**config.mk**
```make
export PLATFORM = sky130hd
export DESIGN_NAME = stream_demux
export DESIGN_NICKNAME = d
export VERILOG_FILES = /design/src/rtl/stream_demux_pkg.sv /design/src/rtl/demux_slot.sv /design/src/rtl/stream_demux.sv
export SDC_FILE = /design/constraint.sdc
export NUM_CORES = 1
export LEC_CHECK = 0
export BUFFER_PORTS_ARGS = -buffer_cell sky130_fd_sc_hd__clkbuf_2
export CORE_MARGIN = 2
export CORE_UTILIZATION = 46
export CTS_CLUSTER_DIAMETER = 200
export DETAILED_ROUTE_END_ITERATION = 8
export PLACE_DENSITY = 0.71
export SYNTH_ARGS = -nofsm -noshare
export SYNTH_HDL_FRONTEND = slang
export SYNTH_SLANG_ARGS = --single-unit
```
**constraint.sdc**
```tcl
create_clock -name clk -period 2.25 [get_ports clk]
set_clock_uncertainty 0.05 [all_clocks]
set_input_delay 0.45 -clock clk [delete_from_list [all_inputs] [get_ports clk]]
set_output_delay 0.45 -clock clk [all_outputs]
set_load 0.02 [all_outputs]
```
**src/rtl/stream_demux_pkg.sv**
```systemverilog
`default_nettype none
// ============================================================================
// Module      : stream_demux_pkg
// Description : Shared defaults and the clog2 helper for the stream demux.
// Revision    : 1.0
// ============================================================================
package stream_demux_pkg;

    localparam int DEF_WIDTH  = 8;
    localparam int DEF_NCH    = 8;
    localparam int DROP_CNT_W = 8;

    // Bounded loop keeps the function usable as a constant in elaboration.
    function automatic int clog2(input int value);
        int result;
        result = 0;
        for (int i = 0; i < 31; i++) begin
            if ((1 << i) < value) begin
                result = i + 1;
            end
        end
        return result;
    endfunction

endpackage
`default_nettype wire

```
**src/rtl/demux_slot.sv**
```systemverilog
`default_nettype none
// ============================================================================
// Module      : demux_slot
// Description : One-entry valid/ready register slot (load, hold, drain).
// Revision    : 1.0
// ============================================================================
module demux_slot
    import stream_demux_pkg::*;
#(
    parameter int WIDTH = DEF_WIDTH
) (
    input  logic             clk,
    input  logic             rst_n,
    input  logic             i_load,
    input  logic [WIDTH-1:0] i_data,
    input  logic             i_ready,
    output logic             o_valid,
    output logic [WIDTH-1:0] o_data
);

    logic             r_valid;
    logic [WIDTH-1:0] r_data;

    // The parent only loads when the slot is empty or draining this cycle.
    always_ff @(posedge clk) begin
        if (!rst_n) begin
            r_valid <= 1'b0;
            r_data  <= '0;
        end else if (i_load) begin
            r_valid <= 1'b1;
            r_data  <= i_data;
        end else if (i_ready) begin
            r_valid <= 1'b0;
        end
    end

    assign o_valid = r_valid;
    assign o_data  = r_data;

endmodule
`default_nettype wire

```
**src/rtl/stream_demux.sv**
```systemverilog
`default_nettype none
// ============================================================================
// Module      : stream_demux
// Description : 1-to-NCH stream demultiplexer with per-channel slots and a
//               saturating drop counter for out-of-range selects.
//               Optional broadcast enabled by STREAM_DEMUX_BCAST_EN.
// Revision    : 1.0
// ============================================================================
module stream_demux
    import stream_demux_pkg::*;
#(
    parameter int WIDTH = DEF_WIDTH,
    parameter int NCH   = DEF_NCH,
    parameter int SELW  = clog2(NCH)
) (
    input  logic                  clk,
    input  logic                  rst_n,
    input  logic                  in_valid,
    output logic                  in_ready,
    input  logic [WIDTH-1:0]      in_data,
    input  logic [SELW-1:0]       in_sel,
    input  logic                  in_bcast,
    output logic [NCH-1:0]        out_valid,
    input  logic [NCH-1:0]        out_ready,
    output logic [NCH*WIDTH-1:0]  out_data,
    output logic                  err,
    output logic [DROP_CNT_W-1:0] drop_cnt
);

    localparam int              c_sel_span = 1 << SELW;
    localparam logic [SELW:0]   c_nch      = (SELW + 1)'(NCH);
    localparam logic [DROP_CNT_W-1:0] c_cnt_max = {DROP_CNT_W{1'b1}};

    logic [NCH-1:0]        w_free;
    logic [c_sel_span-1:0] w_free_ext;
    logic [NCH-1:0]        w_load;
    logic                  w_sel_ok;
    logic                  w_sel_ready;
    logic                  w_bcast;
    logic                  w_accept;
    logic                  w_drop;

    logic                  r_err;
    logic [DROP_CNT_W-1:0] r_drop_cnt;

    assign w_free   = ~out_valid | out_ready;
    assign w_sel_ok = ({1'b0, in_sel} < c_nch);

    // Pad the free vector so any select value indexes a defined bit.
    generate
        for (genvar k = 0; k < c_sel_span; k++) begin : g_free_ext
            if (k < NCH) begin : g_real
                assign w_free_ext[k] = w_free[k];
            end else begin : g_pad
                assign w_free_ext[k] = 1'b1;
            end
        end
    endgenerate

    assign w_sel_ready = w_sel_ok ? w_free_ext[in_sel] : 1'b1;

`ifdef STREAM_DEMUX_BCAST_EN
    assign w_bcast  = in_bcast;
    assign in_ready = w_bcast ? (&w_free) : w_sel_ready;
`else
    logic w_unused_bcast;
    assign w_unused_bcast = in_bcast;
    assign w_bcast        = 1'b0;
    assign in_ready       = w_sel_ready;
`endif

    assign w_accept = in_valid & in_ready;
    assign w_drop   = w_accept & ~w_bcast & ~w_sel_ok;

    generate
        for (genvar k = 0; k < NCH; k++) begin : g_slot
            assign w_load[k] = w_accept &
                               (w_bcast | (w_sel_ok & (in_sel == SELW'(k))));

            demux_slot #(
                .WIDTH (WIDTH)
            ) u_slot (
                .clk     (clk),
                .rst_n   (rst_n),
                .i_load  (w_load[k]),
                .i_data  (in_data),
                .i_ready (out_ready[k]),
                .o_valid (out_valid[k]),
                .o_data  (out_data[k*WIDTH +: WIDTH])
            );
        end
    endgenerate

    always_ff @(posedge clk) begin
        if (!rst_n) begin
            r_err      <= 1'b0;
            r_drop_cnt <= '0;
        end else begin
            r_err <= w_drop;
            if (w_drop && (r_drop_cnt != c_cnt_max)) begin
                r_drop_cnt <= r_drop_cnt + 1'b1;
            end
        end
    end

    assign err      = r_err;
    assign drop_cnt = r_drop_cnt;

endmodule
`default_nettype wire

```
==> results.sh <==
export IMPL_ir_worst_vdd_v=0.000284
export IMPL_slowest_stage="or3b_2"
export IMPL_yosysSeqAreaShare_pct=44.8
export IMPL_grt_usage_pct=23.5
export IMPL_routedWlPerCell_um=16.3
export IMPL_nNetsFinal=466
export IMPL_leakage_uw=0.00143
export IMPL_synth_warnings=0
export IMPL_yosys_most_used_dff="dfxtp_1"
export IMPL_r2r_start="g_slot[5].u_slot.o_valid"
export IMPL_clk_pin_slew_ps=70
export IMPL_use_met3_pct=4.34
export IMPL_rsz0062_at_grt="false"
export IMPL_gr_total_overflow=0
export IMPL_worst_setup_path_end_kind="output pin"
export IMPL_cts_sinks=72
export IMPL_cp_depth=4
export IMPL_hpwlAfterDp_um=5780
export IMPL_crit_buf_inv=1
export IMPL_critical_path_arrival_ps=1640
export IMPL_async_reset_ff_share_pct=0
export IMPL_slew_headroom_pct=54.5
export IMPL_synth_cell_types=35
export IMPL_grt_max_degree=73
export IMPL_reg2reg_depth=3
export IMPL_ios=105
export IMPL_timing_final_crit_share_pct=95.0
export IMPL_final_core_util_pct=55.2
export IMPL_core_area_mm2=0.00679
export IMPL_synth_seq_cells=72
export IMPL_io_buffers=94
export IMPL_tritoncts="done"
export IMPL_r2r_end="g_slot[5].u_slot.o_data[3]"
export IMPL_hold_viol_final=0
export IMPL_grt_pass1_wl_um=13800
export IMPL_cts_buffer_depth=2
export IMPL_die_area_mm2=0.00767
export IMPL_synth_edff_count=0
export IMPL_grt_busiest_layer="met2"
export IMPL_drc=0
export IMPL_die_height_um=87.6
export IMPL_post_route_min_period_ps=2140
export IMPL_dp_cells=528
export IMPL_gp_congestion=0.783
export IMPL_powerDensity_mw_per_mm2=667
export IMPL_die_w_um=87.6
export IMPL_worstPathCellList="or3b_2, a21oi_1, o32ai_1, clkbuf_2"
export IMPL_syn_avg_cell_area_um2=8.39
export IMPL_final_max_slew_violation_count=0
export IMPL_tns_ps=0
export IMPL_critical_path_class="flip-flop to output pin"
export IMPL_syn_to_final_growth_pct=16.6
export IMPL_endpoint="in_ready"
export IMPL_use_met2_pct=35.3
export IMPL_startpoint="g_slot[0].u_slot.o_valid"
export IMPL_critical_path_top_delay_family="simple AND/OR/NAND/NOR gates"
export IMPL_place_ws_ps=174
export IMPL_rows=30
export IMPL_use_met1_pct=33.2
export IMPL_max_stage_delay_ps=450
export IMPL_num_antenna_cells=0
export IMPL_power_uw=2500
export IMPL_fin_cells=544
export IMPL_post_cts_buffers=0
export IMPL_worst_slack_ps=113
export IMPL_numCtsBuffers=9
export IMPL_vias_per_cell=5.60
export IMPL_r2r_slack_ps=900
export IMPL_antenna_left=0
export IMPL_clk_latency_ps=350
export IMPL_crit_fanout=4
export IMPL_antenna_found_initial=0
export IMPL_wirelength_um=8870
export IMPL_drtPass1Iterations=5
export IMPL_status="completed"
export IMPL_cp_start_kind="flip-flop"
export IMPL_fmax_ghz=0.468
export IMPL_grt_pass1_vias=2722
export IMPL_synth_area_mm2=0.00321
export IMPL_drive_gt1_share_pct=27.7
export IMPL_cts_root_buffer="clkbuf_8"
export IMPL_ctsHoldBuffers=0
export IMPL_post_cts_resized=0
export IMPL_synthCells=383
export IMPL_setup_viol=0
export IMPL_max_cap_violations=0
export IMPL_hold_path_class="flip-flop to flip-flop"
export IMPL_routed_via_count=3046
export IMPL_first_iter_violations=237
export IMPL_worstMarginPinSlew_ps=682
export IMPL_required_ps=1750
export IMPL_htreeDepth=3
export IMPL_start_util_pct=47.3
==> worst min path at each step <==
stage          cells past startpoint                        from                          to  slack (ps)
3_3_place_gp                       2  g_slot[2].u_slot.o_data[7]  g_slot[2].u_slot.o_data[7]         410
4_1_cts                            2  g_slot[3].u_slot.o_data[3]  g_slot[3].u_slot.o_data[3]         420
5_1_grt                            2  g_slot[6].u_slot.o_data[4]  g_slot[6].u_slot.o_data[4]         440
2_1_floorplan                      2  g_slot[2].u_slot.o_data[0]  g_slot[2].u_slot.o_data[0]         500
3_5_place_dp                       2  g_slot[2].u_slot.o_data[0]  g_slot[2].u_slot.o_data[0]         410
6_report                           2  g_slot[2].u_slot.o_data[2]  g_slot[2].u_slot.o_data[2]         420
==> stage by stage <==
stage               cell area, um^2  hold WS (ps)
floorplan                      3240           498
global placement               3570           405
detailed placement             3570           414
CTS                            3750           424
global route                   3750           442
finish                         3750           422
==> metal layers <==
layer	wire, um	share of wire, %
met1	4070	46
met2	4030	45
met3	601	6.8
met4	167	1.9
met5	0	0
==> registers in the layout, indices dropped and copies added, names as in the netlist <==
name                   flops
g_slot.u_slot.o_data      64
g_slot.u_slot.o_valid      8
==> placed cells by master (no fill, tap or decap), types with 3 or more instances in the layout <==
cell	synthesis	layout
a21oi_1	73	73
buf_4	19	9
clkbuf_2	1	94
clkbuf_8	0	10
clkinvlp_4	0	3
conb_1	1	9
dfxtp_1	72	72
nand2b_1	10	10
nand3_1	48	48
nand4_1	17	17
nor2b_1	10	10
o21ai_0	45	45
o21ai_1	3	3
o31ai_1	16	16
==> kinds of logic (layout without fill, tap and decap cells) <==
| logic type | Yosys count | after routing | share of synthesized area, % |
|---|---|---|---|
| AOI/OAI and AO/OA | 141 | 141 | 23.6 |
| buffers and inverters | 64 | 121 | 10.9 |
| DFF | 72 | 72 | 44.8 |
| other | 1 | 9 | 0.117 |
| and+or+nand+nor | 105 | 105 | 20.6 |
==> worst reg2reg max path: stages (launching register included) <==
cell,delay (ps)
dfxtp_1,390
nor2b_1,430
o21ai_0,210
a21oi_1,200
==> cells in the mapped netlist (3+ instances only) <==
cell type / number / area, um^2
clkbuf_1: 24 / 90.1
o21ai_1: 3 / 15.0
nand3_1: 48 / 240
a21oi_1: 73 / 365
o31ai_1: 16 / 120
nand2b_1: 10 / 62.6
nor2b_1: 10 / 62.6
buf_2: 13 / 65.1
o21ai_0: 45 / 225
dfxtp_1: 72 / 1440
buf_1: 3 / 11.3
buf_6: 3 / 33.8
nand4_1: 17 / 106
buf_4: 19 / 143
==> where the power goes <==
| part | switching [uW] | internal [uW] |
|---|---|---|
| clock network | 489 | 426 |
| logic | 189 | 80.4 |
| registers | 15.5 | 1300 |
| total | 694 | 1810 |
==> final cells by class <==
| class | instances | area, um^2 |
|---|---|---|
| fill | 662 | 3050 |
| tap | 96 | 120 |
| clock buffer | 11 | 141 |
| inverter | 1 | 3.75 |
| sequential | 72 | 1440 |
| timing repair buffer | 104 | 558 |
| multi-input combinational | 255 | 1450 |
| clock inverter | 5 | 32.5 |
(Power assumes the default switching activity.)
